## config.mk

```make
export PLATFORM = sky130hd
export DESIGN_NAME = reset_sequencer
export DESIGN_NICKNAME = d
export VERILOG_FILES = /design/src/rtl/reset_seq_pkg.sv /design/src/rtl/reset_sequencer_sync2.sv /design/src/rtl/reset_sequencer.sv
export SDC_FILE = /design/constraint.sdc
export NUM_CORES = 1
export LEC_CHECK = 0
export ABC_AREA = 1
export BUFFER_PORTS_ARGS = -buffer_cell sky130_fd_sc_hd__buf_2
export CORE_MARGIN = 2
export CORE_UTILIZATION = 40
export CTS_BUF_LIST = sky130_fd_sc_hd__clkbuf_4 sky130_fd_sc_hd__clkbuf_8 sky130_fd_sc_hd__clkbuf_16
export CTS_CLUSTER_SIZE = 12
export DETAILED_ROUTE_END_ITERATION = 10
export HOLD_SLACK_MARGIN = 0.12
export PLACE_DENSITY = 0.67
export SETUP_SLACK_MARGIN = 0.2
export SLEW_MARGIN = 20
export SYNTH_ARGS = -nofsm -noshare
export SYNTH_HDL_FRONTEND = slang
export SYNTH_SLANG_ARGS = --single-unit
```

## constraint.sdc

```tcl
create_clock -name clock -period 3.6 [get_ports clock]
set_clock_uncertainty 0.15 [all_clocks]
set_input_delay 0 -clock clock [delete_from_list [all_inputs] [get_ports clock]]
set_output_delay 0 -clock clock [all_outputs]
set_load 0.05 [all_outputs]
```

## src/rtl/reset_seq_pkg.sv

```systemverilog
`default_nettype none
// +--------------------------------------------------------------------------+
// | Module      : reset_seq_pkg                                              |
// | Description : Shared types and constants for the reset sequencer: the    |
// |               sequencing state enum, default timing constants and the    |
// |               helper that sizes the single sequencing timer.             |
// | Revision    : 1.0 - initial release                                      |
// +--------------------------------------------------------------------------+
package reset_seq_pkg;

   // Sequencing states. Explicit 3-bit encoding.
   typedef enum logic [2:0] {
      WAIT_LOCK = 3'd0,
      HOLD      = 3'd1,
      RAM_UP    = 3'd2,
      RUN       = 3'd3,
      LOST      = 3'd4,
      DCM_RST   = 3'd5
   } state_t;

   // Default timing, in cycles of the 27 MHz reference clock.
   localparam int unsigned c_DEF_LOCK_HOLD      = 1024;
   localparam int unsigned c_DEF_RAM_SETTLE     = 64;
   localparam int unsigned c_DEF_DCM_RST_CYCLES = 16;
   localparam int unsigned c_DEF_LOCK_TIMEOUT   = 65536;
   localparam int unsigned c_DEF_CNT_W          = 8;

   // One timer serves every state, so it must reach the largest terminal
   // count. The extra bit keeps headroom for the compare value of a
   // power-of-two parameter.
   function automatic int unsigned timer_width(
      input int unsigned a,
      input int unsigned b,
      input int unsigned c,
      input int unsigned d
   );
      int unsigned m;
      m = a;
      if (b > m) m = b;
      if (c > m) m = c;
      if (d > m) m = d;
      return $clog2(m) + 1;
   endfunction

endpackage : reset_seq_pkg
`default_nettype wire

```

## src/rtl/reset_sequencer_sync2.sv

```systemverilog
`default_nettype none
// +--------------------------------------------------------------------------+
// | Module      : sync2                                                      |
// | Description : Two-flop synchronizer for a single asynchronous level.     |
// |               Both flops clear to 0 on the asynchronous reset.           |
// | Ports       : clk      - destination clock                               |
// |               rst_n    - asynchronous active-low reset                   |
// |               i_async  - asynchronous input level                        |
// |               o_sync   - input level synchronized to clk                 |
// | Revision    : 1.0 - initial release                                      |
// +--------------------------------------------------------------------------+
module sync2 (
   input  logic clk,
   input  logic rst_n,
   input  logic i_async,
   output logic o_sync
);

   logic r_meta;
   logic r_sync;

   always_ff @(posedge clk or negedge rst_n) begin
      if (!rst_n) begin
         r_meta <= 1'b0;
         r_sync <= 1'b0;
      end else begin
         r_meta <= i_async;
         r_sync <= r_meta;
      end
   end

   assign o_sync = r_sync;

endmodule : sync2
`default_nettype wire

```

## src/rtl/reset_sequencer.sv

```systemverilog
`default_nettype none
// +--------------------------------------------------------------------------+
// | Module      : reset_sequencer                                            |
// | Description : Watches the DCM lock indication and releases the RAM       |
// |               interface reset, then the system reset, once lock has been |
// |               stable. Requests a DCM reset on lock loss, lock timeout or |
// |               an explicit relock request, then retries. Runs from the    |
// |               free-running reference clock, never from a DCM output.     |
// | Ports       : clock           - free-running 27 MHz reference clock      |
// |               reset_n         - asynchronous active-low reset            |
// |               locked_in       - asynchronous AND of DCM LOCKED outputs   |
// |               force_relock    - pulse: run a DCM reset cycle, no count   |
// |               count_clear     - pulse: clear lock_loss_count             |
// |               dcm_reset_req   - active-high DCM reset request            |
// |               ram_reset       - active-high RAM interface reset          |
// |               sys_reset       - active-high system logic reset           |
// |               ready           - high only while running                  |
// |               lock_loss_count - saturating count of lock losses          |
// | Revision    : 1.0 - initial release                                      |
// +--------------------------------------------------------------------------+
module reset_sequencer
   import reset_seq_pkg::*;
#(
   parameter int unsigned LOCK_HOLD      = c_DEF_LOCK_HOLD,
   parameter int unsigned RAM_SETTLE     = c_DEF_RAM_SETTLE,
   parameter int unsigned DCM_RST_CYCLES = c_DEF_DCM_RST_CYCLES,
   parameter int unsigned LOCK_TIMEOUT   = c_DEF_LOCK_TIMEOUT,
   parameter int unsigned CNT_W          = c_DEF_CNT_W
) (
   input  logic             clock,
   input  logic             reset_n,
   input  logic             locked_in,
   input  logic             force_relock,
   input  logic             count_clear,
   output logic             dcm_reset_req,
   output logic             ram_reset,
   output logic             sys_reset,
   output logic             ready,
   output logic [CNT_W-1:0] lock_loss_count
);

   localparam int unsigned c_TMR_W =
      timer_width(LOCK_HOLD, RAM_SETTLE, DCM_RST_CYCLES, LOCK_TIMEOUT);

   // Terminal counts: the timer holds 0 in the first cycle of a state, so a
   // state lasting N cycles leaves when the timer reads N-1.
   localparam logic [c_TMR_W-1:0] c_HOLD_LAST    = c_TMR_W'(LOCK_HOLD - 1);
   localparam logic [c_TMR_W-1:0] c_SETTLE_LAST  = c_TMR_W'(RAM_SETTLE - 1);
   localparam logic [c_TMR_W-1:0] c_DCM_LAST     = c_TMR_W'(DCM_RST_CYCLES - 1);
   localparam logic [c_TMR_W-1:0] c_TIMEOUT_LAST = c_TMR_W'(LOCK_TIMEOUT - 1);
   localparam logic [CNT_W-1:0]   c_CNT_MAX      = '1;

   logic               w_locked_s;
   state_t             r_state;
   state_t             w_state_nxt;
   logic [c_TMR_W-1:0] r_timer;

   logic               r_dcm_req;
   logic               r_ram_rst;
   logic               r_sys_rst;
   logic               r_ready;
   logic [CNT_W-1:0]   r_cnt;

   logic               w_dcm_req_nxt;
   logic               w_ram_rst_nxt;
   logic               w_sys_rst_nxt;
   logic               w_ready_nxt;
   logic [CNT_W-1:0]   w_cnt_nxt;

   // locked_in is asynchronous to clock; this is its only sampling point.
   sync2 u_lock_sync (
      .clk     (clock),
      .rst_n   (reset_n),
      .i_async (locked_in),
      .o_sync  (w_locked_s)
   );

   // ------------------------------------------------------------------
   // State register. Outputs are registered alongside the state from
   // values decoded off the next state, so they change on the very edge
   // that enters the new state.
   // ------------------------------------------------------------------
   always_ff @(posedge clock or negedge reset_n) begin
      if (!reset_n) begin
         r_state   <= WAIT_LOCK;
         r_timer   <= '0;
         r_dcm_req <= 1'b0;
         r_ram_rst <= 1'b1;
         r_sys_rst <= 1'b1;
         r_ready   <= 1'b0;
         r_cnt     <= '0;
      end else begin
         r_state   <= w_state_nxt;
         // Restart timing on every transition. In RUN the timer is unused,
         // so letting it wrap there is harmless.
         if (w_state_nxt != r_state) begin
            r_timer <= '0;
         end else begin
            r_timer <= r_timer + c_TMR_W'(1);
         end
         r_dcm_req <= w_dcm_req_nxt;
         r_ram_rst <= w_ram_rst_nxt;
         r_sys_rst <= w_sys_rst_nxt;
         r_ready   <= w_ready_nxt;
         r_cnt     <= w_cnt_nxt;
      end
   end

   // ------------------------------------------------------------------
   // Next-state logic.
   // In RAM_UP and RUN a lock loss outranks force_relock so the loss is
   // always counted; elsewhere force_relock outranks everything except
   // DCM_RST, which ignores it to keep the request pulse width fixed.
   // ------------------------------------------------------------------
   always_comb begin
      w_state_nxt = r_state;
      case (r_state)
         WAIT_LOCK: begin
            if (force_relock) begin
               w_state_nxt = DCM_RST;
            end else if (w_locked_s) begin
               w_state_nxt = HOLD;
            end else if (r_timer == c_TIMEOUT_LAST) begin
               w_state_nxt = DCM_RST;
            end
         end
         HOLD: begin
            if (force_relock) begin
               w_state_nxt = DCM_RST;
            end else if (!w_locked_s) begin
               // Lock glitch before anything was released: just start over.
               w_state_nxt = WAIT_LOCK;
            end else if (r_timer == c_HOLD_LAST) begin
               w_state_nxt = RAM_UP;
            end
         end
         RAM_UP: begin
            if (!w_locked_s) begin
               w_state_nxt = LOST;
            end else if (force_relock) begin
               w_state_nxt = DCM_RST;
            end else if (r_timer == c_SETTLE_LAST) begin
               w_state_nxt = RUN;
            end
         end
         RUN: begin
            if (!w_locked_s) begin
               w_state_nxt = LOST;
            end else if (force_relock) begin
               w_state_nxt = DCM_RST;
            end
         end
         LOST: begin
            w_state_nxt = DCM_RST;
         end
         DCM_RST: begin
            if (r_timer == c_DCM_LAST) begin
               w_state_nxt = WAIT_LOCK;
            end
         end
         default: begin
            w_state_nxt = WAIT_LOCK;
         end
      endcase
   end

   // ------------------------------------------------------------------
   // Output decode from the next state.
   // ram_reset is released only in RAM_UP/RUN and sys_reset only in RUN,
   // so sys_reset can never be low while ram_reset is high, and both
   // reassert together on the edge leaving RAM_UP/RUN.
   // ------------------------------------------------------------------
   always_comb begin
      w_dcm_req_nxt = (w_state_nxt == DCM_RST);
      w_ram_rst_nxt = !((w_state_nxt == RAM_UP) || (w_state_nxt == RUN));
      w_sys_rst_nxt = (w_state_nxt != RUN);
      w_ready_nxt   = (w_state_nxt == RUN);

      // LOST is entered only from RAM_UP/RUN and lasts one cycle, so
      // next-state LOST marks exactly one loss. Clear takes priority.
      w_cnt_nxt = r_cnt;
      if (count_clear) begin
         w_cnt_nxt = '0;
      end else if ((w_state_nxt == LOST) && (r_cnt != c_CNT_MAX)) begin
         w_cnt_nxt = r_cnt + CNT_W'(1);
      end
   end

   assign dcm_reset_req   = r_dcm_req;
   assign ram_reset       = r_ram_rst;
   assign sys_reset       = r_sys_rst;
   assign ready           = r_ready;
   assign lock_loss_count = r_cnt;

endmodule : reset_sequencer
`default_nettype wire

```

**Word-level counts from Yosys, hierarchy flattened**

Cells that the tools add are included.

- Output and inout port bits: 12
- Bits in read-only memories: 0
- Memory bits (writable): 0
- Memories kept: 0
- Bits in latches: 0
- Flip-flop bits (word level): 34

- Multiply operators: 0
- Shift-type cells: 0
- Reduce and logical (&&, ||, !) cells: 5
- Eq/ne operators: 16
- Magnitude comparators: 0
- Mux-type cells: 16
- Divide/modulo/power cells: 0
- Bitwise operators: 0
- Add/subtract/negate cells: 2

Operator list:

| cell | count |
|---|---|
| $mux 3 | 12 |
| $pmux 3 s6 | 1 |
| $add 17x1->17 const B | 1 |
| $eq 17x10->1 const B | 1 |
| $eq 17x16->1 const B | 1 |
| $eq 17x4->1 const B | 1 |
| $eq 17x6->1 const B | 1 |
| $mux 17 | 1 |
| $mux 8 | 2 |
| $eq 3x2->1 const B | 4 |
| $eq 3x3->1 const B | 4 |
| $add 8x1->8 const B | 1 |
| $ne 8x8->1 const B | 1 |
| $eq 3x1->1 const B | 1 |
| $logic_not 3->1 | 1 |
| $ne 3x2->1 const B | 1 |
| $ne 3x3->1 | 1 |
| $reduce_bool 2->1 | 1 |
| $logic_and 1x1->1 | 1 |
| $logic_not 1->1 | 1 |
| $logic_or 1x1->1 | 1 |

**Logic depth before layout (Yosys ltp)**

Gate-level depths: netlist of the first run.

- Depth after elaboration: 9
- Mapped depth: 17

**Cells and area by module**

Synthesis of the first run repeated with hierarchy kept, for this count alone.

- Cell total of the unflattened synthesis: 238
- Area, all modules: 1,925.6 um^2

By module, submodules not included:

| module | instances | cells each | area each (um^2) | seq. area each (um^2) |
|---|---|---|---|---|
| reset_sequencer | 1 | 236 | 1,875.5 | 803.3 |
| sync2 | 1 | 2 | 50.0 | 50.0 |

**Worst setup path after synthesis of the first run**

OpenSTA, ideal clock, no wires.

- Path kind: register to register
- Start point: register r_timer[0]
- End point: register r_cnt[3] (netlist: lock_loss_count[3])
- Clock period less this slack: 2,704 ps
- Arrival: 2,488 ps
- Required time: 3,383 ps
- Cell stages (with the launch flop): 17
- Buffers on the path: 0
- Slack: 896 ps
- Cell sequence: dfrtp_1 -> ha_1 -> nand3_4 -> nor3_4 -> inv_1 -> nor2_1 -> nand4_1 -> nor2_1 -> and3_1 -> ha_1 -> o211ai_1 -> nand3_1 -> a21boi_1 -> nand4_2 -> nand2_4 -> nand2_1 -> nand2_1

- Cells in the longest elaborated chain, start to end: 8
- Elaborated cells on any way between the ends: 18

Ends and longest elaborated chain:

| what | RTL line | RTL |
|---|---|---|
| start: declaration | reset_sequencer.sv:56 | `logic [c_TMR_W-1:0] r_timer;` |
| start signal: assignment | reset_sequencer.sv:99 | `r_timer <= r_timer + c_TMR_W'(1);` |
| $eq 17x6->1 (tied with other cells) | reset_sequencer.sv:142 | `end else if (r_timer == c_SETTLE_LAST) begin` |
| $mux 3, on equally long branches | reset_sequencer.sv:142, reset_sequencer.sv:123, reset_sequencer.sv:133 |  |
| $mux 3, on equally long branches | reset_sequencer.sv:140, reset_sequencer.sv:121, reset_sequencer.sv:130 |  |
| $mux 3, on equally long branches | reset_sequencer.sv:138, reset_sequencer.sv:119, reset_sequencer.sv:128 |  |
| $pmux 3 s6 (*) | reset_sequencer.sv:117 | `case (r_state)` |
| named net w_state_nxt[2] | reset_sequencer.sv:55 | `state_t w_state_nxt;` |
| $eq 3x3->1 (*) | reset_sequencer.sv:184 | `end else if ((w_state_nxt == LOST) && (r_cnt != c_CNT_MAX)) begin` |
| $logic_and 1x1->1 (*) | reset_sequencer.sv:184 |  |
| $reduce_bool 2->1 (no line) (*) | - |  |
| end signal: assignment | reset_sequencer.sv:105 | `r_cnt <= w_cnt_nxt;` |
| end: declaration | reset_sequencer.sv:62 | `logic [CNT_W-1:0] r_cnt;` |

The timed path passes the listed nets; every way through them passes the cells marked *.
A chain may end at the register's enable or synchronous reset.

**Final worst setup path of the first run**

- Start point: register r_timer[0]
- End point: register r_cnt[2] (netlist: lock_loss_count[2])

Same word-level chain as after synthesis.

==> impl_metrics.env, run 1 <==
export IMPL_ant_nets=0
export IMPL_hold_path_class="in -> async"
export IMPL_final_common_cell="nand2_1"
export IMPL_start_util_pct=40.94
export IMPL_yosys_area_top_type="dfrtp_1"
export IMPL_critPathRequiredTime_ns=3.68
export IMPL_synthDominantCellAreaShare_pct=41.97
export IMPL_synthAdderAreaFrac_pct=1.967
export IMPL_maxCapViolCount=0
export IMPL_seqPwrFrac_pct=42.4
export IMPL_worst_pin_slew_ns=0.7764
export IMPL_grt_first_pass_wirelength_mm=5.996
export IMPL_synth_area_um2=1908
export IMPL_final_util_pct=46.68
export IMPL_grt_total_usage_pct=14.41
export IMPL_drive_gt1_share_pct=21.16
export IMPL_finalNetCount=248
export IMPL_drc_errors=0
export IMPL_synthMuxAreaShare_pct=0
export IMPL_ios=17
export IMPL_cts_tree="yes"
export IMPL_r2r_cells=16
export IMPL_wl_mm=3.304
export IMPL_clkPwrFrac_pct=26.2
export IMPL_intPower_uw=682.5
export IMPL_critPathLaunchType="flop"
export IMPL_die_w_um=73.07
export IMPL_ys_warnings_count=0
export IMPL_hold_viol_final=0
export IMPL_detail_route_vias_per_cell=4.858
export IMPL_syn_area_per_cell_um2=8.875
export IMPL_arrival_ns=3.11
export IMPL_synth_area_top_cells="dfrtp_1 42%, nand2_1 7.5%, nor2_4 6.5%"
export IMPL_post_route_min_period_ns=3.028
export IMPL_switching_power_uw=434.9
export IMPL_crit_end="lock_loss_count[2]"
export IMPL_num_vias=1433
export IMPL_tns_ns=0
export IMPL_wl_per_cell_um=11.20
export IMPL_slew_violations=0
export IMPL_grt_antenna_before_repair=0
export IMPL_hpwlAfterDp_mm=2.349
export IMPL_grt_pass1_vias=1356
export IMPL_diodes=0
export IMPL_syn_to_final_growth_pct=14.03
export IMPL_synth_fp_nets=223
export IMPL_setup_viol=0
export IMPL_synthXorXnorAreaFrac_pct=6.885
export IMPL_vdd_drop_max_mv=0.3808
export IMPL_r2r_start="r_timer[0]"
export IMPL_cp_max_fo=9
export IMPL_synth_top_family_by_area="simple AND/OR/NAND/NOR gates"
export IMPL_slew_headroom_pct=48.24
export IMPL_end_kind="flop"
export IMPL_post_dp_cell_area_um2=2032
export IMPL_post_cts_setup_buffers=0
export IMPL_rsz0062_at_grt="no"
export IMPL_path_class="reg -> reg"
export IMPL_fmax_mhz=330.3
export IMPL_numPortBuffers=16
export IMPL_synth_compound_area_share_pct=4.000
export IMPL_cts_htree_levels=2
export IMPL_p_comb_share_pct=31.4
export IMPL_core_um2=4661
export IMPL_p_leak_uw=0.001040
export IMPL_clk_pin_slew_ns=0.07
export IMPL_final_cell_mix="38 x nand2_1, 32 x dfrtp_1, 29 x inv_1"
export IMPL_synth_simple_area_share_pct=35.28
export IMPL_clock_path_buffers=2
export IMPL_dp_slack_ns=0.5390
export IMPL_synthCells=215
export IMPL_die_h_um=73.07
export IMPL_detail_route_first_pass_iterations=4
export IMPL_die_area_um2=5338
export IMPL_synth_seq_cells=34
export IMPL_insertion_delay_ns=0.29
export IMPL_place_gp_congestion=0.8371
export IMPL_rows=25
export IMPL_overflow=0
export IMPL_synthDistinctLibCells=34
export IMPL_power_density_nw_per_um2=513.6
export IMPL_post_route_period_util_pct=84.11
export IMPL_drt_iter0_markers=85
export IMPL_grt_max_degree=35
export IMPL_switching_share_pct=38.92
export IMPL_startpoint="r_timer[0]"
export IMPL_cts_buffers=5
export IMPL_cts_sinks=34
export IMPL_clock_root_buffer="clkbuf_8"
export IMPL_timing_rr_end="lock_loss_count[2]"
export IMPL_final_area_um2=2176
export IMPL_rrSetupSlack_ns=0.57
export IMPL_ys_seq_area_share_pct=44.72
export IMPL_status="finished clean"
export IMPL_finalWorstSetupSlack_ns=0.5721
==> routing by layer <==
layer  wire length (um)  global-route usage, %  vias up
met5                  0                      0        -
met4                 48                  4.321        0
met3                148                  4.558        6
met2               1451                  22.42       33
met1               1656                  19.18      665
li1                   -                      -      729
==> repair_timing <==
| item | in CTS | in global routing |
|---|---|---|
| resized for setup | 0 | 1 |
| hold buffers | 4 | 0 |
| endpoints found under the hold margin | 50 | 0 |
| setup endpoints to repair | 0 | 4 |
==> cells by family (layout without fill, tap and decap cells) <==
logic type | count (synthesis) | count (layout)
flops | 34 | 34
xor+xnor | 15 | 15
buf+inv | 32 | 58
fa+ha+maj | 3 | 3
compound gates | 12 | 12
simple gates | 119 | 119
==> cell usage after synthesis, drive strengths merged <==
| master | n |
|---|---|
| a21boi | 2 |
| a21oi | 3 |
| a31o | 1 |
| and3 | 1 |
| buf | 1 |
| clkbuf | 1 |
| clkinv | 1 |
| dfrtp | 32 |
| dfstp | 2 |
| ha | 3 |
| inv | 29 |
| nand2 | 44 |
| nand3 | 20 |
| nand3b | 3 |
| nand4 | 3 |
| nor2 | 38 |
| nor3 | 8 |
| nor4 | 1 |
| o211ai | 2 |
| o21ai | 3 |
| o31ai | 1 |
| or2 | 1 |
| xnor2 | 5 |
| xor2 | 10 |
==> registers in the layout (all words and copies together) (netlist names) <==
signal,flops
dcm_reset_req,1
r_timer,17
sys_reset,1
ram_reset,1
u_lock_sync.o_sync,1
r_state,3
lock_loss_count,8
ready,1
u_lock_sync.r_meta,1
==> layout make-up <==
cell class              instances  area, um2
clock buffers                   6      82.58
clock inverters                 2      12.51
fillers                       439       2485
inverters                      30      112.6
multi-input cells             149      927.1
flip-flops and latches         34      853.3
well taps                      54      67.56
repair buffers                 20      120.1
==> power by group through the flow <==
| stage | sequential (uW) | clock [uW] | combinational (uW) |
|---|---|---|---|
| 2_1_floorplan | 527 | 0 | 265 |
| 3_3_place_gp | 481 | 0 | 348 |
| 3_5_place_dp | 481 | 0 | 350 |
| 4_1_cts | 474 | 308 | 355 |
| 5_1_grt | 481 | 317 | 394 |
| 6_report | 474 | 293 | 351 |
==> metrics by stage <==
step / instances / hold slack [ns] / power (uW)
after floorplan: 215 / -0.4456 / 791.4
after global placement: 283 / -0.04019 / 828.7
after detailed placement: 283 / -0.04033 / 831.7
after CTS: 295 / 0.1875 / 1137
after global routing: 295 / 0.1945 / 1192
final: 295 / 0.1720 / 1117
==> critical path, stage by stage (launching register included) <==
cell and delay [ns]:
dfrtp_1 0.37, ha_1 0.24, nand3_4 0.13, nor3_4 0.22, inv_1 0.06, nor2_1 0.15
nand4_1 0.13, nor2_1 0.16, and3_1 0.18, ha_1 0.17, o211ai_1 0.09, nand3_1 0.08
a21boi_1 0.32, nand4_4 0.24, nand2_4 0.16, nand2_1 0.07, nand2_1 0.06
==> worst min-delay path by stage <==
stage	to	slack, ns	startpoint	depth (start not counted)
finish	r_timer[0]	0.17	reset_n	2
global route	u_lock_sync.r_meta	0.19	locked_in	2
CTS	r_timer[0]	0.19	reset_n	2
detailed placement	u_lock_sync.r_meta	-0.04	locked_in	1
global placement	r_timer[7]	-0.04	reset_n	1
floorplan	dcm_reset_req	-0.45	reset_n	0
Power figures use the tool's default switching activity.
==> run 2, diff against run 1 <==
--- a/config.mk
+++ b/config.mk
@@ -13,7 +13,7 @@
 export CTS_CLUSTER_SIZE = 12
 export DETAILED_ROUTE_END_ITERATION = 10
 export HOLD_SLACK_MARGIN = 0.12
-export PLACE_DENSITY = 0.67
+export PLACE_DENSITY = 0.69
 export SETUP_SLACK_MARGIN = 0.2
 export SLEW_MARGIN = 20
 export SYNTH_ARGS = -nofsm -noshare
==> constraint.sdc (replaced) <==
create_clock -name clock -period 2.6 [get_ports clock]
set_clock_uncertainty 0.15 [all_clocks]
set_input_delay 0 -clock clock [delete_from_list [all_inputs] [get_ports clock]]
set_output_delay 0 -clock clock [all_outputs]
set_load 0.05 [all_outputs]
==> run 2 against run 1 <==
  * First-iteration DRC count shrank 15%
  * Maximum frequency increased by 17%
  * Critical endpoint is now lock_loss_count[1]
  * Sequential cell count unchanged
  * Non-clock buffer count is 21 higher
  * Final area grew 13%
  * Global-route usage increased by 1.0 points
==> impl_metrics.env, run 2 (synthesis results as in run 1) <==
export IMPL_end_kind="flop"
export IMPL_arrival_ns=2.66
export IMPL_critPathLaunchType="flop"
export IMPL_rows=25
export IMPL_overflow=0
export IMPL_wl_mm=3.526
export IMPL_diodes=0
export IMPL_power_density_nw_per_um2=745.2
export IMPL_slew_headroom_pct=49.89
export IMPL_rsz0062_at_grt="yes"
export IMPL_switching_power_uw=692.3
export IMPL_cpPeakStageDelay_ns=0.40
export IMPL_grt_first_pass_wirelength_mm=6.472
export IMPL_grt_pass1_vias=1503
export IMPL_fmax_mhz=386.8
export IMPL_finalNetCount=270
export IMPL_critPathRequiredTime_ns=2.68
export IMPL_num_vias=1512
export IMPL_die_w_um=73.07
export IMPL_fillers=412
export IMPL_core_um2=4661
export IMPL_cp_slowest_cell="dfrtp_1"
export IMPL_hpwlAfterDp_mm=2.456
export IMPL_seqPwrFrac_pct=36.4
export IMPL_worst_pin_slew_ns=0.7516
export IMPL_die_h_um=73.07
export IMPL_hold_path_class="in -> async"
export IMPL_cts_htree_levels=2
export IMPL_ios=17
export IMPL_p_leak_uw=0.001177
export IMPL_drc_errors=0
export IMPL_final_common_cell="nand2_1"
export IMPL_drt_iter0_markers=72
export IMPL_place_gp_congestion=0.8499
export IMPL_vdd_drop_max_mv=0.4623
export IMPL_clock_root_buffer="clkbuf_8"
export IMPL_clk_pin_slew_ns=0.07
export IMPL_slew_violations=0
export IMPL_intPower_uw=1140
export IMPL_final_util_pct=52.75
export IMPL_p_comb_share_pct=40.8
export IMPL_status="finished clean"
export IMPL_post_route_min_period_ns=2.585
export IMPL_cts_tree="yes"
export IMPL_cp_max_fo=8
export IMPL_grt_antenna_before_repair=0
export IMPL_post_route_period_util_pct=99.43
export IMPL_switching_share_pct=37.79
export IMPL_wl_per_cell_um=11.12
export IMPL_ant_nets=0
export IMPL_largest_register_ffs=17
export IMPL_detail_route_vias_per_cell=4.770
export IMPL_cpMostUsedCell="nand2_1"
export IMPL_top_register="r_timer"
export IMPL_clock_path_buffers=2
export IMPL_cts_sinks=34
export IMPL_grt_total_usage_pct=15.42
export IMPL_maxCapViolCount=0
export IMPL_detail_route_first_pass_iterations=4
export IMPL_power_uw=1832
export IMPL_path_class="reg -> reg"
export IMPL_start_util_pct=40.94
export IMPL_numPortBuffers=16
export IMPL_cts_buffers=5
export IMPL_path_cells="ha_4 > nand3_4 > nor3_4 > inv_1 > nor2_2 > nand4_1 > nor2_1 > and3_1 > ha_2 > o211ai_1 > nand3_1 > a21boi_4 > nand4_4 > nand2_4 > nand2_1 > nand2_1"
export IMPL_hold_viol_final=0
export IMPL_syn_to_final_growth_pct=28.85
export IMPL_final_cell_mix="37 x nand2_1, 32 x dfrtp_1, 28 x inv_1"
export IMPL_drive_gt1_share_pct=30.80
export IMPL_setup_viol=0
export IMPL_die_area_um2=5338
export IMPL_clkPwrFrac_pct=22.7
export IMPL_insertion_delay_ns=0.29
export IMPL_grt_max_degree=35
run 2: path summary, 6_finish.rpt:
kind | startpoint | to | slack (ns) | depth (start not counted)
min reg2reg | u_lock_sync.r_meta | u_lock_sync.o_sync | 0.20 | 0
min | reset_n | r_timer[4] | 0.17 | 2
max | r_timer[0] | lock_loss_count[1] | 0.01 | 16
min in group clock | locked_in | u_lock_sync.r_meta | 0.20 | 2
max reg2reg | r_timer[0] | lock_loss_count[1] | 0.01 | 16
max in group asynchronous | reset_n | r_timer[6] | 1.65 | 2
run 2: timing repair:
item | in CTS | in global routing
gates cloned | 1 | 0
pin swaps | 8 | 4
hold endpoints to repair | 50 | 0
setup endpoints to repair | 26 | 29
hold buffers | 9 | 0
setup buffers | 6 | 3
gates resized for setup | 10 | 6
run 2: metrics by stage:
step | TNS [ns] | setup WS, ns | instance area (um2) | cells | hold slack, ns
final | 0 | 0.01491 | 2459 | 317 | 0.1732
after global placement | 0 | 0.04237 | 2140 | 290 | -0.03996
after floorplan | 0 | 0.08085 | 1938 | 215 | -0.4456
after global routing | -2.401 | -0.1759 | 2459 | 317 | 0.2058
after CTS | 0 | 0.001450 | 2420 | 314 | 0.1924
after detailed placement | -0.1381 | -0.02044 | 2140 | 290 | -0.04010
run 2: power groups by stage:
stage          Clock, uW  Sequential, uW  Combinational (uW)
5_1_grt              452             677                 819
6_report             417             668                 748
3_5_place_dp           0             672                 597
4_1_cts              427             667                 713
2_1_floorplan          0             732                 379
3_3_place_gp           0             670                 591
run 2: layout make-up:
| class | count | area (um2) | area share [%] |
|---|---|---|---|
| flip-flops and latches | 34 | 853.3 | 34.71 |
| multi-input cells | 150 | 1011 | 41.12 |
| clock inverters | 1 | 5.005 | 0.2036 |
| clock buffers | 7 | 90.09 | 3.664 |
| inverters | 30 | 112.6 | 4.580 |
| well taps | 54 | 67.56 | 2.748 |
| repair buffers | 41 | 319.1 | 12.98 |
run 2: per-layer routing:
layer / wire length, um / global-route usage, %
met4: 56 / 5.556
met5: 0 / 0
met3: 130 / 4.420
met2: 1653 / 25.13
met1: 1686 / 19.43
run 2: worst max-delay path: cells and delay by family (launching register included):
kind | cells | cell delay [ns]
simple gates | 11 | 1.24
flops | 1 | 0.40
fa+ha+maj | 2 | 0.35
compound gates | 2 | 0.33
buf+inv | 1 | 0.07
